`src/rtl/io_bus_arbiter.sv`:
```
// io_bus_arbiter: two-requester round-robin arbiter in front of a single IO bus.
// One transaction is outstanding at a time: IDLE -> BUSY -> DONE -> IDLE.
// BUSY cycles are counted, and a stalled slave is answered with an error after
// TIMEOUT_CYCLES.
// Optional feature macro: IO_ARB_ATOMIC_LOCK_EN. When it is defined, an AMO lock
// read keeps the grant on the requester that issued it until that requester
// issues an AMO unlock write.

`ifndef ADDR_TAG_MODE_NORMAL
`define ADDR_TAG_MODE_NORMAL 2'b00
`endif
`ifndef ADDR_TAG_MODE_AMO
`define ADDR_TAG_MODE_AMO 2'b01
`endif
`ifndef ADDR_TAG_LOCK
`define ADDR_TAG_LOCK 1'b1
`endif
`ifndef ADDR_TAG_UNLOCK
`define ADDR_TAG_UNLOCK 1'b0
`endif

module io_bus_arbiter #(
  parameter int unsigned TIMEOUT_CYCLES = 255
) (
  input  logic        clk_i,
  input  logic        rst_n_i,
  input  logic        m0_stb_i,
  input  logic [31:0] m0_addr_i,
  input  logic [2:0]  m0_addr_tag_i,
  input  logic [31:0] m0_data_i,
  input  logic [3:0]  m0_sel_i,
  input  logic        m0_we_i,
  output logic        m0_ack_o,
  output logic        m0_err_o,
  output logic [31:0] m0_data_o,
  input  logic        m1_stb_i,
  input  logic [31:0] m1_addr_i,
  input  logic [2:0]  m1_addr_tag_i,
  input  logic [31:0] m1_data_i,
  input  logic [3:0]  m1_sel_i,
  input  logic        m1_we_i,
  output logic        m1_ack_o,
  output logic        m1_err_o,
  output logic [31:0] m1_data_o,
  output logic        s_stb_o,
  output logic [31:0] s_addr_o,
  output logic [2:0]  s_addr_tag_o,
  output logic [31:0] s_data_o,
  output logic [3:0]  s_sel_o,
  output logic        s_we_o,
  input  logic        s_ack_i,
  input  logic        s_err_i,
  input  logic [31:0] s_data_i
);

  localparam int unsigned CW = (TIMEOUT_CYCLES < 1) ? 1 : $clog2(TIMEOUT_CYCLES + 1);
  localparam logic [CW-1:0] TMAX = CW'(TIMEOUT_CYCLES);

  typedef enum logic [1:0] {
    IDLE = 2'd0,
    BUSY = 2'd1,
    DONE = 2'd2
  } state_t;

  state_t        state_r;
  logic          gnt_r;    // 0: m0 owns the bus, 1: m1
  logic          prio_r;   // requester that wins a tie
  logic [CW-1:0] cnt_r;

  logic elig0_s;
  logic elig1_s;
  logic pick_s;
  logic busy_s;
  logic resp_ack_s;
  logic resp_err_s;
  logic tmo_s;
  logic fin_s;
  logic err_s;

`ifdef IO_ARB_ATOMIC_LOCK_EN
  logic          lock_r;
  logic          owner_r;
  logic [CW-1:0] idle_cnt_r;
  logic          owner_stb_s;
  logic          unlock_s;
  logic          lock_s;
`endif

  // Eligibility, winner selection and completion decode for the current cycle
  always_comb begin
    elig0_s = m0_stb_i;
    elig1_s = m1_stb_i;
`ifdef IO_ARB_ATOMIC_LOCK_EN
    owner_stb_s = owner_r ? m1_stb_i : m0_stb_i;
    if (lock_r) begin
      elig0_s = m0_stb_i && !owner_r;
      elig1_s = m1_stb_i && owner_r;
    end else begin
      elig0_s = m0_stb_i;
      elig1_s = m1_stb_i;
    end
`endif
    if (elig0_s && elig1_s) begin
      pick_s = prio_r;
    end else begin
      pick_s = elig1_s;
    end
    busy_s     = (state_r == BUSY);
    // An error wins over a simultaneous ack
    resp_err_s = busy_s && s_err_i;
    resp_ack_s = busy_s && s_ack_i && !s_err_i;
    // A response on the last counted cycle takes precedence over the timeout
    tmo_s      = busy_s && !s_ack_i && !s_err_i && (cnt_r == TMAX);
    fin_s      = resp_ack_s || resp_err_s || tmo_s;
    err_s      = resp_err_s || tmo_s;
`ifdef IO_ARB_ATOMIC_LOCK_EN
    unlock_s = fin_s && lock_r && (owner_r == gnt_r) &&
               (err_s || (s_we_o && (s_addr_tag_o[2:1] == `ADDR_TAG_MODE_AMO) &&
                          (s_addr_tag_o[0] == `ADDR_TAG_UNLOCK)));
    lock_s   = resp_ack_s && !s_we_o && (s_addr_tag_o[2:1] == `ADDR_TAG_MODE_AMO) &&
               (s_addr_tag_o[0] == `ADDR_TAG_LOCK);
`endif
  end

  // Completion forwarding: only the granted requester sees ack/err/data
  assign m0_ack_o  = resp_ack_s && !gnt_r;
  assign m0_err_o  = err_s && !gnt_r;
  assign m0_data_o = (busy_s && !gnt_r) ? s_data_i : 32'h0000_0000;
  assign m1_ack_o  = resp_ack_s && gnt_r;
  assign m1_err_o  = err_s && gnt_r;
  assign m1_data_o = (busy_s && gnt_r) ? s_data_i : 32'h0000_0000;

  // Arbitration FSM, registered bus request and timeout counter
  always_ff @(posedge clk_i or negedge rst_n_i) begin
    if (!rst_n_i) begin
      state_r      <= IDLE;
      gnt_r        <= 1'b0;
      prio_r       <= 1'b0;
      cnt_r        <= '0;
      s_stb_o      <= 1'b0;
      s_addr_o     <= 32'h0000_0000;
      s_addr_tag_o <= 3'b000;
      s_data_o     <= 32'h0000_0000;
      s_sel_o      <= 4'b0000;
      s_we_o       <= 1'b0;
`ifdef IO_ARB_ATOMIC_LOCK_EN
      lock_r       <= 1'b0;
      owner_r      <= 1'b0;
      idle_cnt_r   <= '0;
`endif
    end else begin
      case (state_r)
        IDLE: begin
          if (elig0_s || elig1_s) begin
            gnt_r        <= pick_s;
            s_stb_o      <= 1'b1;
            s_addr_o     <= pick_s ? m1_addr_i     : m0_addr_i;
            s_addr_tag_o <= pick_s ? m1_addr_tag_i : m0_addr_tag_i;
            s_data_o     <= pick_s ? m1_data_i     : m0_data_i;
            s_sel_o      <= pick_s ? m1_sel_i      : m0_sel_i;
            s_we_o       <= pick_s ? m1_we_i       : m0_we_i;
            cnt_r        <= '0;
            state_r      <= BUSY;
          end else begin
            state_r <= IDLE;
          end
        end
        BUSY: begin
          if (fin_s) begin
            s_stb_o <= 1'b0;
            prio_r  <= ~gnt_r;
            state_r <= DONE;
          end else if (cnt_r != TMAX) begin
            cnt_r <= cnt_r + CW'(1);
          end else begin
            cnt_r <= cnt_r;
          end
        end
        DONE: begin
          // One settling cycle so the finished requester's strobe drop is visible
          state_r <= IDLE;
        end
        default: begin
          state_r <= IDLE;
          s_stb_o <= 1'b0;
        end
      endcase
`ifdef IO_ARB_ATOMIC_LOCK_EN
      if (unlock_s) begin
        lock_r <= 1'b0;
      end else if (lock_s) begin
        lock_r  <= 1'b1;
        owner_r <= gnt_r;
      end else if (lock_r && !busy_s && !owner_stb_s && (idle_cnt_r == TMAX)) begin
        lock_r <= 1'b0;
      end else begin
        lock_r <= lock_r;
      end
      if (lock_r && !busy_s && !owner_stb_s && (idle_cnt_r != TMAX)) begin
        idle_cnt_r <= idle_cnt_r + CW'(1);
      end else begin
        idle_cnt_r <= '0;
      end
`endif
    end
  end

endmodule

```
`config.mk`:
```
export PLATFORM = sky130hd
export DESIGN_NAME = io_bus_arbiter
export DESIGN_NICKNAME = d
export VERILOG_FILES = /design/src/rtl/io_bus_arbiter.sv
export SDC_FILE = /design/constraint.sdc
export NUM_CORES = 1
export LEC_CHECK = 0
export ABC_AREA = 1
export CAP_MARGIN = 20
export CORE_AREA = 3 3 124 126
export CTS_CLUSTER_DIAMETER = 40
export DETAILED_ROUTE_END_ITERATION = 8
export DIE_AREA = 0 0 127 129
export PLACE_DENSITY = 0.73
export SLEW_MARGIN = 5
export SYNTH_ARGS = -nofsm -noshare
export SYNTH_HDL_FRONTEND = slang
export SYNTH_SLANG_ARGS = --single-unit
```
`constraint.sdc`:
```
create_clock -name clk_i -period 1.55 [get_ports clk_i]
set_input_delay 0.31 -clock clk_i [delete_from_list [all_inputs] [get_ports clk_i]]
set_output_delay 0.31 -clock clk_i [all_outputs]
set_load 0.02 [all_outputs]
```
==> results of run 1 <==
cells in the mapped netlist (3+ instances only):
cell type,instances
sky130_fd_sc_hd__buf_4,9
sky130_fd_sc_hd__buf_2,22
sky130_fd_sc_hd__dfrtp_1,85
sky130_fd_sc_hd__nor3_1,4
sky130_fd_sc_hd__o21ai_0,3
sky130_fd_sc_hd__nand2_2,4
sky130_fd_sc_hd__nand3_1,10
sky130_fd_sc_hd__nand2_1,106
sky130_fd_sc_hd__buf_6,6
sky130_fd_sc_hd__inv_1,47
sky130_fd_sc_hd__a21oi_1,147
sky130_fd_sc_hd__nor2_1,149
timing repair:
action / 4_1_cts / 5_1_grt
resized for setup: 431 / 97
gates cloned: 4 / 4
setup buffers: 6 / 5
hold endpoints to repair: 16 / 0
pin swaps: 6 / 7
hold buffers: 1 / 0
setup endpoints to repair: 160 / 113
critical path, delay by kind of cell (launching register included):
| family | cells | cell delay, ns |
|---|---|---|
| flip-flops | 1 | 0.36 |
| buffers and inverters | 1 | 0.16 |
| AO/OA/AOI/OAI | 1 | 0.15 |
| adder cells (fa/ha/maj) | 1 | 0.19 |
| AND/OR/NAND/NOR | 3 | 0.32 |
metrics by stage:
step                power, W  TNS (ns)  setup WS [ns]
global placement     0.01293    -34.00        -0.5167
global route         0.01662    -17.19        -0.3246
CTS                  0.01509    -12.82        -0.2275
finish               0.01562    -11.87        -0.2682
floorplan           0.008355         0      0.0005337
detailed placement   0.01303    -38.01        -0.5087
area by class of cell:
| class | count | area (um^2) |
|---|---|---|
| Sequential cell | 85 | 2127 |
| Tap cell | 184 | 230.2 |
| Clock buffer | 9 | 225.2 |
| Clock inverter | 7 | 73.82 |
| Multi-Input combinational cell | 435 | 2231 |
| Fill cell | 1284 | 5423 |
| Inverter | 49 | 205.2 |
| Timing Repair Buffer | 390 | 3909 |
worst paths after layout:
path | cells past startpoint | slack, ns | endpoint | startpoint
max | 6 | -0.27 | m0_err_o | cnt_r[1]$_DFFE_PN0P_
min in group clk_i | 2 | 0.51 | prio_r$_DFFE_PN0P_ | prio_r$_DFFE_PN0P_
max in group asynchronous | 3 | 0.65 | s_addr_o[28]$_DFFE_PN0P_ | rst_n_i
min | 2 | 0.40 | s_data_o[18]$_DFFE_PN0P_ | rst_n_i
max reg2reg | 10 | 0.03 | cnt_r[4]$_DFFE_PN0P_ | cnt_r[1]$_DFFE_PN0P_
min reg2reg | 2 | 0.51 | prio_r$_DFFE_PN0P_ | prio_r$_DFFE_PN0P_
cell families (layout without fill, tap and decap cells):
family	count (synthesis)	count (layout)
AND/OR/NAND/NOR	280	280
AO/OA/AOI/OAI	153	153
buffers and inverters	86	455
flip-flops	85	85
adder cells (fa/ha/maj)	1	1
XOR/XNOR	1	1
routing by layer:
layer / global-route usage / routed length (um) / up-vias
met1: 0.2309 / 6728 / 2576
met3: 0.07555 / 1722 / 42
met5: 0 / 15 / -
met4: 0.09274 / 641 / 2
met2: 0.3920 / 10070 / 253
li1: - / - / 2669
flip-flops by register name, summed over array words and instances, names as in the netlist:
| register | count |
|---|---|
| cnt_r | 8 |
| gnt_r | 1 |
| prio_r | 1 |
| s_addr_o | 32 |
| s_addr_tag_o | 3 |
| s_data_o | 32 |
| s_sel_o | 4 |
| s_stb_o | 1 |
| s_we_o | 1 |
| state_r | 2 |
power by group through the flow:
stage               combinational, W  sequential, W  clock [W]
global route                  0.0103        0.00396    0.00234
detailed placement           0.00915        0.00388          0
global placement             0.00909        0.00384          0
finish                       0.00962        0.00382    0.00218
floorplan                    0.00335        0.00501          0
CTS                          0.00901        0.00383    0.00225
==> results by stage, run 1 <==
Outcome:
- The run finished, with violations left.
- The checks that failed: negative setup slack.

Global routing:
- The first global-routing pass estimated 27800 um of wire.
- The number of antenna violations at the first check in global routing is 1.
- The maximum number of pins on one net before global-route repair is 40.
- For this run, the total global-route usage over all layers was measured as 0.2174.
- The via count of the first global-routing pass was 5285.
- The overflow left after global routing is 0.

Timing:
- The time the final worst path needs with I/O delays and setup is ~1.8 ns.
- The total count of max-transition violations in the final report is 0.
- The clock skew is roughly 0.0071 ns.
- The relative max-transition margin is 0.7931.
- The worst hold margin is 0.4048 ns.
- Setup repair after global routing could not meet its margin everywhere.
- The share of the cycle needed by the critical path after routing is 1.173.
- The final hold violation count is 0.
- Setup violations remaining at the end of the flow were counted as between 60 and 70.
- The highest clock rate is between 500 and 600 MHz.
- At the pin with the least slew margin, the transition time is 0.3116 ns.
- After layout, the worst setup slack is -0.2682 ns.

Finish:
- The fraction of layout instances using a drive strength above 1 is 0.2359.
- The number of antenna diodes in the final layout is 0.
- The most frequent standard cell in the layout excluding fill and tap cells is sky130_fd_sc_hd__clkdlybuf4s50_1.
- Leaving out fill and tap cells, the most frequent cells in the layout are 180 x sky130_fd_sc_hd__clkdlybuf4s50_1, 138 x sky130_fd_sc_hd__a21oi_1, 104 x sky130_fd_sc_hd__nor2_1.
- The end-of-flow core utilization is 0.6240.
- The final net count is ~1200.
- Compared with the post-synthesis result, the final layout area differs by 101.2%.
- The finished layout holds between 1000 and 1500 standard cells, fillers aside.
- The finished cells cover approximately 0.009 mm^2.

Place:
- Once placement finished, the instance area stood at 0.008248 mm^2.
- The routability congestion estimate from global placement is roughly 0.86.
- The half-perimeter wire length after placement is approximately 14000 um.
- The number of I/O port buffers is roughly 320.
- The number of cells in the design after placement is around 1100.

Worst setup path:
- The data arrival time at the worst-slack endpoint is roughly 1.5 ns.
- The maximum fanout along the worst path is 2.
- At the worst endpoint, the required time is 1.24 ns.
- The critical path goes through ha_2 -> nand2_2 -> nor2_4 -> nand3_2 -> a21oi_2 -> buf_4.
- The cell with the biggest individual delay on the critical path is sky130_fd_sc_hd__dfrtp_1.
- The worst setup path is launched from a register.
- The critical path endpoint category is an output port.
- The critical path in this run is classified as reg2out.
- The delay of the slowest cell on the worst path is around 0.36 ns.

Synthesis:
- The share of the synthesized area in the top cell type is 0.4755.
- The simple logic cell fraction of the synthesized area is 0.2503.
- After synthesis, the cell types taking the most area are sky130_fd_sc_hd__dfrtp_1 48%, sky130_fd_sc_hd__a21oi_1 16%, sky130_fd_sc_hd__nor2_1 13%.
- By area, the combinational part of the netlist is dominated by simple AND/OR/NAND/NOR gates.
- The share of async-settable or async-resettable flops after synthesis is 1.000.
- The number of nets in the synthesized netlist is roughly 800.
- The fraction of the mapped netlist area in adder cells is 0.002797.
- The multiplexer fraction of the synthesized cell area is 0.
- After technology mapping, the gate count stands at slightly above 600.
- The number of enable flip-flop cells after synthesis is 0.
- The post-synthesis cell area is ~0.0045 mm^2.
- The synthesized design spends more area on one cell type than any other, namely sky130_fd_sc_hd__dfrtp_1.
- The compound-gate portion of the synthesized area is 0.1729.
- The Yosys step of the flow raised 0 warnings.
- A synthesized cell averages 7.381 um^2.
- The area share of xor/xnor cells in the synthesized design is 0.001958.
- In this run, synthesis produced a sequential element count of between 80 and 90.
- For this run, the leading register cell type out of synthesis is sky130_fd_sc_hd__dfrtp_1.
- The number of different library cells in the post-synthesis netlist is 22.
- The share of the Yosys chip area taken by registers is 0.4755.

Drt:
- The average wire per standard cell is between 15 and 20 um.
- The detailed router's first-iteration violation count is 200.
- The via-per-instance ratio is 4.782.
- Before antenna repair, the detailed router went through 4 iterations.
- The number of remaining DRC errors is 0.
- The total wire length is between 15000 and 20000 um.
- The total number of vias is around 5500.
- The antenna violation net count after detailed routing is 0.

Power:
- The share of total power dissipated in sequential elements is 0.244.
- Cell internal power was estimated by the tool at between 0.008 and 0.009 W.
- Of the total power, the share spent switching nets is 0.4408.
- In this run the power density over the cells is 1735 mW/mm^2.
- Summed over all cells, the static leakage comes to around 4 nW.
- The power share of the combinational group is 0.616.
- The worst vdd rail ir drop is ~0.9 mV.
- Of the total power, the clock network draws 0.140.
- In this run the power spent charging and discharging nets is 0.006886 W.

CTS:
- The number of levels in the clock H-tree is 3.
- TritonCTS built the clock tree.
- Buffers inserted during clock tree synthesis total 9.
- The number of sinks driven by the clock tree is between 80 and 90.
- The register clock-pin slew on the reported worst setup and hold paths is 0.06 ns.
- The clock reaches the later pin of the worst-skew pair after approximately 0.33 ns.
- The cell at the root of the clock tree is sky130_fd_sc_hd__clkbuf_16.
- In this run the deepest clock path goes through 2 buffers.

Hold path:
- The worst min-delay path class is in2async.

Job:
- The number of maximum-capacitance violations is 0.

Floorplan:
- The initial utilization of the core area, before any placement, comes to 0.3101.
- The chip width is 127 um.
- The floorplan step set the die height to around 130 um.
- The floorplan step defined a die boundary enclosing about 0.016 mm^2.
- The placeable core region is ~0.014 mm^2.
- The number of I/O pins is about 320.
- The floorplan has 44 rows.
(Power assumes the default switching activity.)
==> run 2: changes to the inputs <==
--- a/config.mk
+++ b/config.mk
@@ -11,7 +11,7 @@
 export CTS_CLUSTER_DIAMETER = 40
 export DETAILED_ROUTE_END_ITERATION = 8
 export DIE_AREA = 0 0 127 129
-export PLACE_DENSITY = 0.73
+export DONT_BUFFER_PORTS = 1
 export SLEW_MARGIN = 5
 export SYNTH_ARGS = -nofsm -noshare
 export SYNTH_HDL_FRONTEND = slang
==> run 2 against run 1 <==
Against the previous run: the flow finishes with violations (negative hold slack, negative setup slack); critical path depth did not move; final cell count fell by 25%; global-route usage fell by 3.6 points; cell area fell by 31%; sequential cell count did not move; clock power rose by 3%; register-to-register slack improved by 0.03 ns; worst setup slack got worse by 0.016 ns; combinational power fell by 37%; die area did not move; clock skew rose by 0.0014 ns; sequential share of layout area rose by 11 points; critical path type unchanged.
==> results by stage, run 2 (synthesis results as in run 1) <==
Worst setup path:
- The worst setup path is launched from a register.
- Traced cell by cell, the critical path runs through ha_2 -> nand2_2 -> nor2_4 -> nand3_2 -> a21oi_4 -> buf_6.
- Across all register-to-register paths, the minimum setup slack is 0.06 ns.
- Measured in cells, the most critical reg-to-reg path has a length of 6.
- The worst reg2reg path startpoint is state_r[0]$_DFFE_PN0P_.
- The critical path buffer and inverter count is 1.
- For the worst setup path, the data required time is between 1 and 1.5 ns.
- The delay of the slowest cell on the worst path is ~0.37 ns.
- By startpoint and endpoint, the worst setup path is classified as reg2out.
- The critical path endpoint category is an output port.
- The category of cells accounting for the largest share of critical-path delay is flip-flops.
- The data arrival time at the worst-slack endpoint is roughly 1.5 ns.
- The cell with the biggest individual delay on the critical path is sky130_fd_sc_hd__dfrtp_1.
- The reg-to-reg endpoint is s_addr_o[4]$_DFFE_PN0P_.
- The maximum fanout along the worst path is 3.

Power:
- VDD sags by at most around 0.9 mV.
- The power per cell area is around 2200 mW/mm^2.
- The analysis attributes to cell leakage a power of around 2.8 nW.

Floorplan:
- The placeable core region is 0.01442 mm^2.
- The initial cell density of the core is 0.3101.
- The overall die height is ~130 um.
- The number of I/O pins is ~320.
- The floorplan has 44 rows.
- The full die area is around 0.016 mm^2.
- From left edge to right edge, the die measures 127 um.

Timing:
- In the post-route analysis, the smallest setup slack over all paths is -0.2839 ns.
- Of the available clock period, the critical path in the final layout requires 1.183.
- The setup-violating endpoint count in the final report is 68.
- For the pin with the worst max-slew slack, the measured transition is between 0.4 and 0.5 ns.
- Measured against its own limit, the worst slew margin works out to 0.6889.
- Final hold analysis gives a worst-case slack of -0.3431 ns.
- Timing would allow up to around 550 MHz.
- The time the final worst path needs with I/O delays and setup is around 1.8 ns.
- The total count of max-transition violations in the final report is 0.
- The final hold violation count was 85.
- Setup repair after global routing could not meet its margin everywhere.
- Clock skew on the completed layout was measured at between 0.008 and 0.009 ns.

CTS:
- TritonCTS built the clock tree.
- In this run the deepest clock path goes through 2 buffers.
- The number of levels in the clock H-tree is 3.
- Clock tree synthesis inserted a total of 9 buffers.
- The insertion delay to the later sink of the worst-skew pair is ~0.34 ns.
- CTS saw 85 sinks.
- Clock-pin slew was measured on the worst setup and hold paths at ~0.07 ns.
- The cell at the root of the clock tree is sky130_fd_sc_hd__clkbuf_16.

Global routing:
- The overflow left after global routing is 0.
- The total global-route track usage is 0.1815.
- The number of antenna violations at the first check in global routing is 0.
- The global-route wire length before repair is around 23000 um.
- Entering global routing, the biggest net connects 86 pins.
- The via count of the first global-routing pass is around 4300.

Place:
- The wire-length estimate of the detail-placed layout is roughly 11000 um.
- The congestion estimate from routability-driven global placement came to between 0.8 and 0.9.
- Once placement finished, the instance area stood at approximately 0.0053 mm^2.
- During placement, the flow inserted port buffers numbering 0.

Finish:
- The repair_antennas step left the layout with diodes totalling 0.
- Summing all flip-flop and latch instances after layout gives 0.002127 mm^2.
- The fraction of layout instances using a drive strength above 1 is 0.2664.
- The post-route cell area is between 0.006 and 0.007 mm^2.
- The count of filler cells inserted in the layout is 1371.
- The library cells used most frequently in the layout, excluding fill and tap cells, are 145 x sky130_fd_sc_hd__a21oi_1, 109 x sky130_fd_sc_hd__nor2_1, 104 x sky130_fd_sc_hd__nand2_1.
- Summing all multi-input logic gate instances after layout gives 0.002248 mm^2.
- Measured on the finished design, the core utilization comes to 0.4319.
- The most frequent standard cell in the layout excluding fill and tap cells is sky130_fd_sc_hd__a21oi_1.
- In the final layout, the registers with the most flip-flops are s_addr_o: 32 flops, s_data_o: 32 flops, cnt_r: 8 flops.
- The final layout contains about 870 nets.
- From synthesis to final layout, the design area changed by 39.27%.

Hold path:
- The worst min-delay path class is in2async.

Drt:
- Dividing the detail-routed via count by the number of cells gives roughly 5.1.
- The number of remaining DRC errors is 0.
- For this block, the via count after detailed routing is around 4400.
- In the final routed layout, each cell accounts on average for ~18 um.
- For this block, the initial DRC count from the detailed router was around 300.
- Summed over all layers, the routed wires come to 16060 um.
- The count of nets left with antenna violations once routing finished came out at 0.
- Before antenna repair, the detailed router went through 4 iterations.

Outcome:
- The flow ran to the end, but the final reports show violations.
- The checks that failed: negative hold slack, negative setup slack.

Job:
- The tool flagged a number of max-cap violations equal to 0.
==> run 2: changes by cell type in the layout (fill, tap and decap cells not counted), moves of 5 or more <==
cell / change
sky130_fd_sc_hd__buf_12: -6
sky130_fd_sc_hd__a21oi_1: +7
sky130_fd_sc_hd__clkdlybuf4s50_1: -180
sky130_fd_sc_hd__dlygate4sd2_1: -73
sky130_fd_sc_hd__nor2_2: -18
sky130_fd_sc_hd__buf_6: +12
sky130_fd_sc_hd__nor2_1: +5
sky130_fd_sc_hd__buf_4: -37
sky130_fd_sc_hd__a21oi_2: -8
sky130_fd_sc_hd__nor2_4: +13
==> run 2: timing repair <==
item,4_1_cts,5_1_grt
hold endpoints to repair,85,85
resized for setup,69,62
cloned,3,2
buffers inserted,2,3
setup endpoints to repair,68,76
pin swaps,3,1
==> run 2: where the power goes <==
group / internal [W] / total, W / switching [W]
Sequential: 0.00326 / 0.00535 / 0.00209
Combinational: 0.00259 / 0.00602 / 0.00343
Clock: 0.00127 / 0.00224 / 0.000963
==> run 2: worst register-to-register path, cell delays in order, from the launching register on <==
cell and delay (ns):
sky130_fd_sc_hd__dfrtp_1 0.42, sky130_fd_sc_hd__nor2_1 0.20, sky130_fd_sc_hd__o21ai_4 0.18, sky130_fd_sc_hd__buf_12 0.20, sky130_fd_sc_hd__buf_12 0.15, sky130_fd_sc_hd__a21oi_1 0.13, sky130_fd_sc_hd__a21oi_1 0.08
==> run 2: final cells by class <==
cell class | instances | area share
clock buffer | 9 | 0.03615
clock inverter | 7 | 0.01285
inverter | 49 | 0.03073
multi-input combinational | 435 | 0.3609
sequential | 85 | 0.3414
tap | 184 | 0.03696
timing repair buffer | 102 | 0.1810
==> run 2: layer usage <==
metal	vias to the layer above	routed length [um]	global-route usage
li1	2079	-	-
met1	2073	6036	0.2087
met2	246	8237	0.3123
met3	19	1495	0.06891
met4	0	288	0.06057
met5	-	0	0
==> run 2: worst max path at each step <==
stage	startpoint	to	slack, ns	depth (start not counted)
floorplan	state_r[1]$_DFFE_PN0P_	m0_data_o[10]	0.0005	6
detailed placement	state_r[1]$_DFFE_PN0P_	s_addr_o[4]$_DFFE_PN0P_	0.10	6
CTS	cnt_r[0]$_DFFE_PN0P_	m0_err_o	-0.25	6
finish	cnt_r[0]$_DFFE_PN0P_	m0_err_o	-0.28	6
global placement	state_r[1]$_DFFE_PN0P_	m0_err_o	0.13	7
global route	cnt_r[0]$_DFFE_PN0P_	m0_err_o	-0.35	6
==> run 2: stage by stage <==
step	hold slack (ns)	setup TNS (ns)	total power, W	cells	setup slack [ns]
floorplan	0.01441	0	0.008355	606	0.0005337
global placement	0.01737	0	0.01014	845	0.1257
detailed placement	0.01679	0	0.01024	845	0.1028
CTS	-0.3607	-13.34	0.01320	866	-0.2514
global route	-0.3686	-18.61	0.01452	871	-0.3535
finish	-0.3431	-13.09	0.01360	871	-0.2839
==> run 3: changes to the inputs <==
--- a/config.mk
+++ b/config.mk
@@ -8,7 +8,7 @@
 export ABC_AREA = 1
 export CAP_MARGIN = 20
 export CORE_AREA = 3 3 124 126
-export CTS_CLUSTER_DIAMETER = 40
+export CTS_CLUSTER_DIAMETER = 120
 export DETAILED_ROUTE_END_ITERATION = 8
 export DIE_AREA = 0 0 127 129
 export DONT_BUFFER_PORTS = 1
==> results of run 3 <==
Final layout, timing and power as in run 2 (identical DEF).
